<file path="src/rtl/paramcpu_pkg.sv">
// paramcpu_pkg: shared definitions for the paramcpu accumulator CPU.
//   - 4-bit opcode constants (top nibble of each instruction word)
//   - state_t: controller state encoding
//   - reads_operand(): opcodes whose DECODE cycle fetches ram[operand] into B
package paramcpu_pkg;

    localparam logic [3:0] OP_NOP = 4'h0;
    localparam logic [3:0] OP_LDA = 4'h1;
    localparam logic [3:0] OP_ADD = 4'h2;
    localparam logic [3:0] OP_SUB = 4'h3;
    localparam logic [3:0] OP_STA = 4'h4;
    localparam logic [3:0] OP_LDI = 4'h5;
    localparam logic [3:0] OP_JMP = 4'h6;
    localparam logic [3:0] OP_JZ  = 4'h7;
    localparam logic [3:0] OP_OUT = 4'h8;
    localparam logic [3:0] OP_HLT = 4'h9;
    localparam logic [3:0] OP_JC  = 4'hA;
    localparam logic [3:0] OP_JNZ = 4'hB;

    typedef enum logic [2:0] {
        ST_FETCH,
        ST_DECODE,
        ST_EXECUTE,
        ST_OUTWAIT,
        ST_HALT
    } state_t;

    function automatic logic reads_operand(input logic [3:0] op);
        return (op == OP_LDA) || (op == OP_ADD) || (op == OP_SUB);
    endfunction

endpackage

</file>
<file path="src/rtl/paramcpu_alu.sv">
// paramcpu_alu: combinational adder/subtractor.
//   a, b    : operands (DATA_W)
//   sub     : 0 = a+b, 1 = a-b
//   result  : DATA_W-bit result modulo 2**DATA_W
//   zero    : result == 0
//   carry   : carry-out for add, borrow (a < b unsigned) for subtract
module paramcpu_alu #(
    parameter int DATA_W = 8
) (
    input  logic [DATA_W-1:0] a,
    input  logic [DATA_W-1:0] b,
    input  logic              sub,
    output logic [DATA_W-1:0] result,
    output logic              zero,
    output logic              carry
);

    logic [DATA_W:0] w_wide;

    // One extra bit: for subtraction the top bit of the widened
    // difference is exactly the unsigned borrow.
    always_comb begin
        if (sub) begin
            w_wide = {1'b0, a} - {1'b0, b};
        end else begin
            w_wide = {1'b0, a} + {1'b0, b};
        end
        result = w_wide[DATA_W-1:0];
        carry  = w_wide[DATA_W];
        zero   = (w_wide[DATA_W-1:0] == '0);
    end

endmodule

</file>
<file path="src/rtl/paramcpu.sv">
// paramcpu: multi-cycle accumulator CPU with on-chip RAM.
//   clk, reset      : clock; synchronous active-low reset
//   load_ram/addr/  : RAM write port, honoured only while reset is low
//   load_data
//   out_data/valid  : OUT value with valid/ready handshake (out_ready in)
//   halted          : CPU sits in HALT
//   pc              : current program counter
// Optional feature: define PARAMCPU_CONDJMP_EN to enable JC (0xA) and
// JNZ (0xB); otherwise those opcodes behave as NOP.
module paramcpu
    import paramcpu_pkg::*;
#(
    parameter int DATA_W = 8,
    parameter int ADDR_W = 4
) (
    input  logic              clk,
    input  logic              reset,
    input  logic              load_ram,
    input  logic [ADDR_W-1:0] load_addr,
    input  logic [DATA_W-1:0] load_data,
    output logic [DATA_W-1:0] out_data,
    output logic              out_valid,
    input  logic              out_ready,
    output logic              halted,
    output logic [ADDR_W-1:0] pc
);

`ifdef PARAMCPU_CONDJMP_EN
    localparam bit CONDJMP_EN = 1'b1;
`else
    localparam bit CONDJMP_EN = 1'b0;
`endif

    state_t            r_state;
    state_t            w_next;
    logic [DATA_W-1:0] r_ram [2**ADDR_W];
    logic [3:0]        r_op;
    logic [ADDR_W-1:0] r_opd;
    logic [DATA_W-1:0] r_a;
    logic [DATA_W-1:0] r_b;
    logic              r_z;
    logic              r_c;
    logic [DATA_W-1:0] r_out_data;
    logic              r_out_valid;
    logic [ADDR_W-1:0] r_pc;

    logic [DATA_W-1:0] w_alu_res;
    logic              w_alu_zero;
    logic              w_alu_carry;
    logic              w_jump;
    logic [ADDR_W-1:0] w_pc_inc;

    assign out_data  = r_out_data;
    assign out_valid = r_out_valid;
    assign pc        = r_pc;
    assign halted    = (r_state == ST_HALT);
    assign w_pc_inc  = r_pc + ADDR_W'(1);

    paramcpu_alu #(.DATA_W(DATA_W)) u_alu (
        .a      (r_a),
        .b      (r_b),
        .sub    (r_op == OP_SUB),
        .result (w_alu_res),
        .zero   (w_alu_zero),
        .carry  (w_alu_carry)
    );

    // Flags are those registered by an earlier ADD/SUB, never the
    // current instruction's.
    always_comb begin
        w_jump = 1'b0;
        case (r_op)
            OP_JMP:  w_jump = 1'b1;
            OP_JZ:   w_jump = r_z;
            OP_JC:   w_jump = CONDJMP_EN && r_c;
            OP_JNZ:  w_jump = CONDJMP_EN && !r_z;
            default: w_jump = 1'b0;
        endcase
    end

    always_ff @(posedge clk) begin
        if (!reset) begin
            r_state <= ST_FETCH;
        end else begin
            r_state <= w_next;
        end
    end

    always_comb begin
        w_next = r_state;
        case (r_state)
            ST_FETCH:   w_next = ST_DECODE;
            ST_DECODE:  w_next = ST_EXECUTE;
            ST_EXECUTE: begin
                if (r_op == OP_OUT) begin
                    w_next = ST_OUTWAIT;
                end else if (r_op == OP_HLT) begin
                    w_next = ST_HALT;
                end else begin
                    w_next = ST_FETCH;
                end
            end
            ST_OUTWAIT: if (out_ready) w_next = ST_FETCH;
            ST_HALT:    w_next = ST_HALT;
            default:    w_next = ST_FETCH;
        endcase
    end

    // Datapath. OUT and HLT leave pc on their own address; OUT advances
    // it when the sink accepts the value.
    always_ff @(posedge clk) begin
        if (!reset) begin
            r_op        <= '0;
            r_opd       <= '0;
            r_a         <= '0;
            r_b         <= '0;
            r_z         <= 1'b0;
            r_c         <= 1'b0;
            r_out_data  <= '0;
            r_out_valid <= 1'b0;
            r_pc        <= '0;
        end else begin
            case (r_state)
                ST_FETCH: begin
                    r_op  <= r_ram[r_pc][DATA_W-1 -: 4];
                    r_opd <= r_ram[r_pc][ADDR_W-1:0];
                end
                ST_DECODE: begin
                    if (reads_operand(r_op)) r_b <= r_ram[r_opd];
                end
                ST_EXECUTE: begin
                    r_pc <= w_jump ? r_opd : w_pc_inc;
                    case (r_op)
                        OP_LDA: r_a <= r_b;
                        OP_ADD, OP_SUB: begin
                            r_a <= w_alu_res;
                            r_z <= w_alu_zero;
                            r_c <= w_alu_carry;
                        end
                        OP_LDI: r_a <= {{(DATA_W-ADDR_W){1'b0}}, r_opd};
                        OP_OUT: begin
                            r_out_data  <= r_a;
                            r_out_valid <= 1'b1;
                            r_pc        <= r_pc;
                        end
                        OP_HLT: r_pc <= r_pc;
                        default: ;
                    endcase
                end
                ST_OUTWAIT: begin
                    if (out_ready) begin
                        r_out_valid <= 1'b0;
                        r_pc        <= w_pc_inc;
                    end
                end
                default: ;
            endcase
        end
    end

    // RAM has no reset: contents survive reset, loads happen only then,
    // so loads and STA never contend.
    always_ff @(posedge clk) begin
        if (!reset) begin
            if (load_ram) r_ram[load_addr] <= load_data;
        end else if (r_state == ST_EXECUTE && r_op == OP_STA) begin
            r_ram[r_opd] <= r_a;
        end
    end

endmodule

</file>
<file path="config.mk">
export PLATFORM = sky130hd
export DESIGN_NAME = paramcpu
export DESIGN_NICKNAME = d
export VERILOG_FILES = /design/src/rtl/paramcpu_pkg.sv /design/src/rtl/paramcpu_alu.sv /design/src/rtl/paramcpu.sv
export SDC_FILE = /design/constraint.sdc
export NUM_CORES = 1
export LEC_CHECK = 0
export CAP_MARGIN = 5
export CORE_MARGIN = 3
export CORE_UTILIZATION = 61
export CTS_CLUSTER_DIAMETER = 120
export DETAILED_ROUTE_END_ITERATION = 16
export PLACE_DENSITY = 0.91
export SLEW_MARGIN = 25
export SYNTH_ARGS = -nofsm -noshare
export SYNTH_HDL_FRONTEND = slang
export SYNTH_HIERARCHICAL = 1
export SYNTH_SLANG_ARGS = --single-unit
</file>
<file path="constraint.sdc">
create_clock -name clk -period 3.75 [get_ports clk]
set_input_delay 0.75 -clock clk [delete_from_list [all_inputs] [get_ports clk]]
set_output_delay 0.75 -clock clk [all_outputs]
set_load 0.03 [all_outputs]
</file>
==> metrics, run 1 <==
share of layout cells above drive strength 1 22.2%; antenna violations before repair 1; Worst Path Arrival around 3.7 ns; Max Slew Vio Count 0; TNS Setup 0 ns; area grow syn2layout 13.5%; Die ar. 15300 µm²; antenna-violating nets left 0; CP endpoint kind flop; worst hold path class reg2reg; post-layout min period 3.39 ns; clk_skew 0.0127 ns; CTS H-tree lvls 4; fmax 295 MHz; # resized after CTS 0; CTS max path bufs 2; Placer Congestion 0.974; Initial DRC Count roughly 790; first-pass GRT wire length 32300 µm; Layout Nets 653; Switching Fraction a little over a quarter; Worst-Skew Late Latency 0.43 ns; VDD IR max 0.000282 V; combinational group share of total power 17.0%; Hold Violations, Final 0; ANT cells 0; Worst setup SP type flop; Max-Cap Viols 0; number of remaining DRC errors 0; TritonCTS Sinks 169; post-synthesis instance area 8440 µm²; Layout Cells excl Fill between 800 and 900; GRT Total Usage between 20% and 30%; RSZ-0062 raised after global routing false; syn_area_per_cell 14.4 µm²; clock root buffer master clkbuf_16; worst slew pin tran 0.948 ns; Switch Pwr 1270 µW; critical path class reg2reg; DIE WIDTH 124 µm; CTS Buf Count 17; Pre-antenna DRT Iters 5; # port buffers 29; Syn Nets around 610; Post-CTS Setup Inserts 0; Boundary Pins 30; Congestion Overflow GR 0; FP Rows 42; Power Density 492 nW/µm²; Rel. slew slack 36.7%; Hold Buf Count CTS 0; pin count of the biggest net entering global routing 28; sequential share of power a little under half; setup slack, reg-to-reg 0.36 ns; Die Height around 120 µm; static leakage power ~0.0032 µW; Placed Cells 783; number of global-route vias before repair 5611; CTS tree yes; Via density 7.02; total power 4710 µW; drt total wl 20700 µm; Worst Path Max Fanout 9; Mapped Cells 585; Starting Density about 63%; final setup vio count 0; Worst-path clk slew 0.07 ns; Req. time, crit path 4.10 ns; # fillers 813; status completed; placed wire-length estimate roughly 14000 µm; Synth warnings 6; routed len/inst roughly 25 µm; Pint 3440 µW; area of the core about 13000 µm²; Vias 5724; share of power burned in the clock network a little under two fifths; period utilization 90.4%
==> through the flow <==
| step | setup slack [ns] | utilization [%] | instance area (µm²) | hold WS (ns) |
|---|---|---|---|---|
| floorplan | 0.674 | - | 8440 | 0.454 |
| finish | 0.359 | 71.5 | 9580 | 0.491 |
| global placement | 0.558 | 66.9 | 8970 | 0.472 |
| detailed placement | 0.444 | 66.9 | 8970 | 0.485 |
| CTS | 0.405 | 71.5 | 9580 | 0.500 |
| global route | 0.128 | 71.5 | 9580 | 0.518 |
==> routing by layer <==
layer	vias up	track usage, %	share of wire [%]
met5	-	0	0.048
met3	66	7.99	10
met1	2845	37.9	37
li1	2386	-	-
met4	2	13.1	3.3
met2	425	46.0	49
==> flip-flops by register name (all words and copies together) (netlist names) <==
register	cells
r_ram	128
out_data	8
r_a	8
r_b	8
pc	4
r_op	4
r_opd	4
r_state	3
out_valid	1
r_z	1
==> worst paths after layout <==
check	start	to	cells after the start
max	r_op[3]	r_z	11
min	out_data[7]	out_data[7]	2
max reg2reg	r_op[3]	r_z	11
min reg2reg	out_data[7]	out_data[7]	2
==> power by group through the flow <==
stage          Clock [µW]  Combinational, µW  Sequential, µW
3_5_place_dp            0                764            2170
3_3_place_gp            0                733            2160
5_1_grt              1880                847            2130
4_1_cts              1800                780            2130
2_1_floorplan           0                633            2120
6_report             1790                799            2130
==> cell usage in the layout (no fill, tap or decap), types with 4 or more instances in the layout <==
cell type and n:
a32oi_1 5, a21oi_1 11, xnor2_1 8, inv_1 15, mux4_2 57, nand2b_1 10, a22oi_1 14, a211oi_1 4
edfxtp_1 128, a211o_1 9, ha_1 10, nor3b_1 4, clkbuf_16 17, inv_6 6, buf_4 27, a31oi_1 6
nor2b_1 9, o21ai_0 14, dfxtp_1 38, clkdlybuf4s50_1 29, nand2_1 16, nor2_1 68, nand3b_1 4, mux2_2 10
mux2i_1 52
==> final cells by class <==
class	instances	area [µm²]	area share [%]
multi-input cells	366	3530	36.9
well taps	176	220	2.30
inverters	16	60.1	0.627
clock inverters	15	180	1.88
repair buffers	56	493	5.15
flip-flops and latches	169	4670	48.7
clock buffers	17	425	4.44
==> critical path, cell delays in order, from the launching register on <==
cell and delay (ns):
dfxtp_1 0.39, or3b_2 0.56, nor2_1 0.37, mux2_1 0.41, fa_1 0.41, nor2b_1 0.20, o21bai_1 0.13, and3b_1 0.21
o22a_1 0.22, and4bb_1 0.25, nand2_1 0.05, a21oi_1 0.11
Note: power is estimated with default switching activity, not from simulation.
==> inputs of run 2 (changes only) <==
- HOLD_SLACK_MARGIN: not set -> 0.03
==> results of run 2 <==
Same layout as run 1: the final DEF is identical, and so are final timing and power.
==> inputs of run 3 (changes only) <==
- CTS_BUF_LIST: not set -> sky130_fd_sc_hd__clkbuf_4 sky130_fd_sc_hd__clkbuf_8 sky130_fd_sc_hd__clkbuf_16
==> results of run 3 <==
Same layout as run 1: the final DEF is identical, and so are final timing and power.
